### config.mk
export PLATFORM = sky130hd
export DESIGN_NAME = int_mul_iter_unit
export DESIGN_NICKNAME = d
export VERILOG_FILES = /design/src/rtl/int_mul_iter_unit.sv
export SDC_FILE = /design/constraint.sdc
export NUM_CORES = 1
export LEC_CHECK = 0
export BUFFER_PORTS_ARGS = -buffer_cell sky130_fd_sc_hd__buf_4
export CORE_ASPECT_RATIO = 1.1
export CORE_MARGIN = 2
export CORE_UTILIZATION = 40
export CTS_CLUSTER_DIAMETER = 100
export DETAILED_ROUTE_END_ITERATION = 8
export REMOVE_ABC_BUFFERS = 1
export SLEW_MARGIN = 15
export SYNTH_ARGS = -nofsm -noshare
export SYNTH_HDL_FRONTEND = slang
export SYNTH_SLANG_ARGS = --single-unit
### constraint.sdc
create_clock -name clk -period 3.4 [get_ports clk]
set_clock_uncertainty 0.2 [all_clocks]
set_input_delay 0.85 -clock clk [delete_from_list [all_inputs] [get_ports clk]]
set_output_delay 0.85 -clock clk [all_outputs]
set_load 0.1 [all_outputs]
### src/rtl/int_mul_iter_unit.sv
// rtl/int_mul_iter_unit.sv - iterative unsigned shift-add multiplier, val/rdy request/response
// One add per cycle over up to p_nbits cycles; optional early exit once the remaining multiplier is zero.
module int_mul_iter_unit #(
  parameter int p_nbits      = 32,
  parameter bit p_early_exit = 1'b1
) (
  input  logic                   clk,
  input  logic                   reset,
  input  logic                   req_val,
  output logic                   req_rdy,
  input  logic [p_nbits-1:0]     req_msg_a,
  input  logic [p_nbits-1:0]     req_msg_b,
  output logic                   resp_val,
  input  logic                   resp_rdy,
  output logic [2*p_nbits-1:0]   resp_msg
);

  localparam int               cw       = $clog2(p_nbits) + 1;
  localparam logic [cw-1:0]    last_cnt = cw'(p_nbits - 1);

  typedef enum logic [1:0] {IDLE, CALC, DONE} state_t;

  state_t                 state;
  logic [2*p_nbits-1:0]   a_reg;
  logic [2*p_nbits-1:0]   acc;
  logic [p_nbits-1:0]     b_reg;
  logic [cw-1:0]          cnt;
  logic [p_nbits-1:0]     b_next;
  logic                   finish;

  assign b_next   = b_reg >> 1;
  // Decided on the current b_reg so the last partial product still lands this cycle.
  assign finish   = (cnt == last_cnt) || (p_early_exit && (b_next == '0));
  assign resp_msg = acc;

  always_ff @(posedge clk) begin
    if (!reset) begin
      state    <= IDLE;
      a_reg    <= '0;
      b_reg    <= '0;
      acc      <= '0;
      cnt      <= '0;
      req_rdy  <= 1'b1;
      resp_val <= 1'b0;
    end else begin
      case (state)
        IDLE: begin
          if (req_val) begin
            a_reg   <= {{p_nbits{1'b0}}, req_msg_a};
            b_reg   <= req_msg_b;
            acc     <= '0;
            cnt     <= '0;
            state   <= CALC;
            req_rdy <= 1'b0;
          end
        end
        CALC: begin
          if (b_reg[0]) acc <= acc + a_reg;
          a_reg <= a_reg << 1;
          b_reg <= b_next;
          cnt   <= cnt + cw'(1);
          if (finish) begin
            state    <= DONE;
            resp_val <= 1'b1;
          end
        end
        DONE: begin
          if (resp_rdy) begin
            state    <= IDLE;
            resp_val <= 1'b0;
            req_rdy  <= 1'b1;
          end
        end
        default: begin
          state    <= IDLE;
          req_rdy  <= 1'b1;
          resp_val <= 1'b0;
        end
      endcase
    end
  end

endmodule

# [Word level (Yosys, flattened, before mapping)]
# Cells that the tools add are included.
[totals] register_bits=170 inputBits=68 output_inout_bits=66 word_cells=46
[classes] addsub=2 eq_ne=7 muxes=19 bitwise=2 n_reduce_logical=9
[op_table] op="case mux 64 bit (2 select lines)" n=2
[op_table] op="two-way mux 64 bit" n=3
[op_table] op="adder 64 bit" n=1
[op_table] op="case mux 32 bit (2 select lines)" n=1
[op_table] op="zero test 32 bit" n=1
[op_table] op="two-way mux 32 bit" n=1
[op_table] op="case mux 6 bit (2 select lines)" n=1
[op_table] op="AND reduction 3 bit" n=4
[op_table] op="inequality test 2 bit, second input constant" n=4
[op_table] op="adder 6 x 1 -> 6 bit, second input constant" n=1
[op_table] op="equality test 6 x 5 -> 1 bit, second input constant" n=1
[op_table] op="two-way mux 2 bit" n=3
[op_table] op="two-way mux 6 bit" n=1
[op_table] op="case mux 1 bit (3 select lines)" n=2
[op_table] op="case mux 2 bit (3 select lines)" n=1
[op_table] op="two-way mux 1 bit" n=4
[op_table] op="equality test 2 x 1 -> 1 bit, second input constant" n=1
[op_table] op="equality test 2 bit, second input constant" n=1
[op_table] op="zero test 2 bit" n=1
[op_table] op="NOT 1 bit" n=2
[op_table] op="AND reduction 2 bit" n=1
[op_table] op="nonzero test 2 bit" n=1
[op_table] op="logical OR 1 bit" n=1

# [Logic depth before layout (Yosys ltp)]
[depth] depth_word=4 depth_mapped=13 mapped_depth_nobuf=13

# [Worst setup path after synthesis]
# OpenSTA, ideal clock, no wires.
[synth_path] path_type="register to register" start="reg acc[0], in the netlist resp_msg[0]" end="reg acc[56], in the netlist resp_msg[56]" setup_ps=119 arrival_ps=3352 required_ps=3081 slack_ps=-271 stages_incl_launch_ff=14 n_path_buf=0 synth_period_minus_slack_ps=3671 path_cell_list="dfxtp_1 -> ha_1 -> inv_1 -> fa_1 -> nor2b_1 -> o31a_1 -> o31ai_4 -> a21oi_2 -> o311ai_2 -> a211oi_2 -> o2111ai_2 -> a21oi_1 -> o21ai_0 -> a32o_1"
[synth_between] elab_chain_len=3
[synth_rtl] item="start: declaration" line="25" text="logic [2*p_nbits-1:0] acc;"
[synth_rtl] item="start signal: assignment" line="58" text="if (b_reg[0]) acc <= acc + a_reg;"
[synth_rtl] item="adder 64 bit" line="58"
[synth_rtl] item="two-way mux 64 bit" line="58"
[synth_rtl] item="case mux 64 bit (2 select lines)" line="46" text="case (state)"
# No other way between the ends. The select of a mux whose other input is x is not followed.
# A chain may end at the register's enable or synchronous reset.

# [Final worst setup path]
[layout_path] start="reg a_reg[0]" end="reg acc[56], in the netlist resp_msg[56]"
[layout_between] elab_chain_len=3
[layout_rtl] item="start: declaration" line="24" text="logic [2*p_nbits-1:0] a_reg;"
[layout_rtl] item="start signal: assignment" line="49" text="a_reg <= {{p_nbits{1'b0}}, req_msg_a};"
[layout_rtl] item="start signal: assignment" line="59" text="a_reg <= a_reg << 1;"
[layout_rtl] item="adder 64 bit" line="58"
[layout_rtl] item="two-way mux 64 bit" line="58"
[layout_rtl] item="case mux 64 bit (2 select lines)" line="46"
# No other way between the ends. The select of a mux whose other input is x is not followed.

==> metrics.yaml <==
status: "finished clean"
grt_pass1_wl_um: 48900
cts_max_level: 4
async_flop_share_pct: 0
arrival_ps: 3440
synth_compound_gate_area_share_pct: 30.9
drive_gt1_share_pct: 22.2
crit_path_max_fanout: 6
worstPathRequired_ps: 3530
worst_hold_startpoint: "resp_msg[36]"
fillers: 2578
grt_max_degree: 77
clock_latency_ps: 440
p_leak_uw: 0.00535
maxCapViolCount: 0
stdcell_count: 1769
yosysSeqAreaShare_pct: 32.0
crit_buf_inv: 1
pin_count: 134
hold_viol: 0
finalCritPeriodShare_pct: 97.3
fin_crit_ps: 3310
antenna_found_initial: 0
pwr-share-clk_pct: 39.4
internal_power_uw: 3590
rows: 62
syn_area_um2: 10600
critPathLaunch: "a_reg[0]"
min_path_type: "register to register"
timing.fmax_mhz: 302
clkSinkCount: 170
seqPwrFrac_pct: 42.0
dp_hpwl_um: 21100
setup_ws_ps: 91.8
regArea_um2: 3410
die_height_um: 175
place_congestion: 0.882
synth_top_area_share_pct: 32.0
path_clk_slew_ps: 80
yosys.area.top_type: "dfxtp_1"
vias_per_cell: 5.58
pre_cts_slack_ps: 76.7
criticalPathCategory: "register to register"
grt_util_all_layers_pct: 21.1
synth_top_family_by_area: "compound AO/OA/AOI/OAI gates"
slowest_stage: "o311ai_4"
swShare_pct: 31.9
yosys.cell_count.top_type: "dfxtp_1"
wl_per_cell_um: 16.8
cpLargestDelayFamily: "compound AO/OA/AOI/OAI gates"
synth_edf_count: 0
synth_flop_cell: "dfxtp_1"
syn_area_per_cell_um2: 8.16
tightest_slew_ps: 867
cts_buffers: 17
vias: 9877
multi_input_area_um2: 6900
design_area_um2: 12800
power_density_nw_per_um2: 411
die_x_um: 160
rsz0062_at_grt: "yes"
wl_met1_um: 13500
ys_ff_latch: 170
ys_top_cells_by_area: "dfxtp_1 32%, nor2b_1 7.8%, ha_1 7.5%"
final_util_pct: 49.0
routed-wl-met2_um: 14400
slew_headroom_pct: 42.1
synth_adder_area_share_pct: 7.71
wirelength_um: 29800
area_growth_pct: 20.4
start_util_pct: 40.7
cts_tree: "built"
startpoint_type: "register"
setup_viol: 0
ctsRootBufferMaster: "clkbuf_16"
crit_chain: "ha_4 > inv_2 > fa_2 > nor2b_2 > o31a_1 > o31ai_4 > a21oi_4 > o311ai_4 > a211oi_2 > o2111ai_2 > a21oi_2 > or3_1 > a32o_1"
met3_length_um: 1370
grt_pass1_vias: 9734
drtIter0Drc: 517
synthDistinctLibCells: 73
syn_inst: 1305
routed.top_layer: "met4"
crit_path_end_kind: "register"
synthMuxAreaShare_pct: 0.0940
clockBufferDepth: 2
cp_slowest_stage_delay_ps: 370
vdd_drop_max_uv: 294
synth_warnings: 0
place_inst: 1736
placed_area_um2: 12100
drt-pass1-iter-count: 5
antennaDiodeCount: 0
r2r-start: "a_reg[0]"
switchingPower_uw: 1680
combPwrFrac_pct: 18.6
fp.dieArea_um2: 27900
portBuffers: 133
remaining_drc_errors: 0
synth_xor_area_share_pct: 3.95
slew_violations: 0
finalNetCount: 1537
grt-ovfl-total: 0
synthSimpleGateAreaFrac_pct: 21.1
fp.coreArea_um2: 26100
antenna_left: 0
yosys-top-cells-count: "170 x dfxtp_1, 145 x a21oi_1, 133 x nor2b_1, 108 x nor2_1"
per-layer routing:
layer,track usage (%),vias to the layer above
met3,4.30,35
met4,5.57,0
met1,26.5,4649
met5,0,-
met2,36.9,203
li1,-,4990
cells by family (layout without fill, tap and decap cells):
family                   count (synthesis)  in the layout
flip-flops                             170            170
multiplexers                             1              1
adder cells (fa/ha/maj)                 65             65
XOR/XNOR                                48             48
AND/OR/NAND/NOR                        441            441
buffers and inverters                  120            232
AO/OA/AOI/OAI                          460            460
final timing paths:
| kind | cells after the start | end | slack (ps) |
|---|---|---|---|
| max | 13 | resp_msg[56] | 90 |
| max reg2reg | 13 | resp_msg[56] | 90 |
| min reg2reg | 2 | resp_msg[36] | 280 |
| min | 2 | resp_msg[36] | 280 |
layout make-up:
| class | count | share of cell area [%] |
|---|---|---|
| multi-input combinational | 1015 | 53.8 |
| sequential | 170 | 26.6 |
| timing repair buffer | 177 | 10.6 |
| tap | 352 | 3.44 |
| clock buffer | 17 | 3.32 |
| clock inverter | 15 | 1.58 |
| inverter | 23 | 0.673 |
stage by stage:
| step | power, uW | setup TNS, ps | hold WS, ps |
|---|---|---|---|
| after floorplan | 2900 | -232440 | 314 |
| after global placement | 3220 | 0 | 257 |
| after detailed placement | 3230 | 0 | 268 |
| after CTS | 5300 | 0 | 283 |
| after global routing | 5510 | -28.3 | 313 |
| final | 5270 | 0 | 280 |
worst reg2reg max path, delay by kind of cell (launching register included):
family,cells,cell delay [ps]
AOI/OAI and AO/OA,8,1900
adders and majority gates,2,360
DFF,1,350
and+or+nand+nor,2,350
buffers and inverters,1,50
power by group through the flow:
| stage | logic (uW) | clock network (uW) | registers, uW |
|---|---|---|---|
| detailed placement | 971 | 0 | 2260 |
| CTS | 976 | 2110 | 2210 |
| global route | 1080 | 2190 | 2230 |
| floorplan | 558 | 0 | 2340 |
| finish | 979 | 2080 | 2220 |
| global placement | 964 | 0 | 2260 |
layout by cell type (no fill, tap or decap), drive strengths merged, types with 8 or more instances in the layout:
cell type / count
a22oi: 60
inv: 30
and2: 8
or3: 11
nor2: 108
nor3: 16
xnor2: 31
nor2b: 133
nand2: 87
xor2: 17
o21a: 10
a211oi: 9
o21ai: 71
nand3: 21
ha: 64
o221a: 62
a21oi: 147
dfxtp: 170
a21o: 30
clkbuf: 17
nand4: 19
o21bai: 10
nand2b: 9
buf: 177
nor4: 9
timing repair:
action	4_1_cts	5_1_grt
endpoints found under the setup margin	0	13
setup buffers	0	2
hold buffers	0	0
gates resized for setup	0	25
Note: power is estimated with default switching activity, not from simulation.
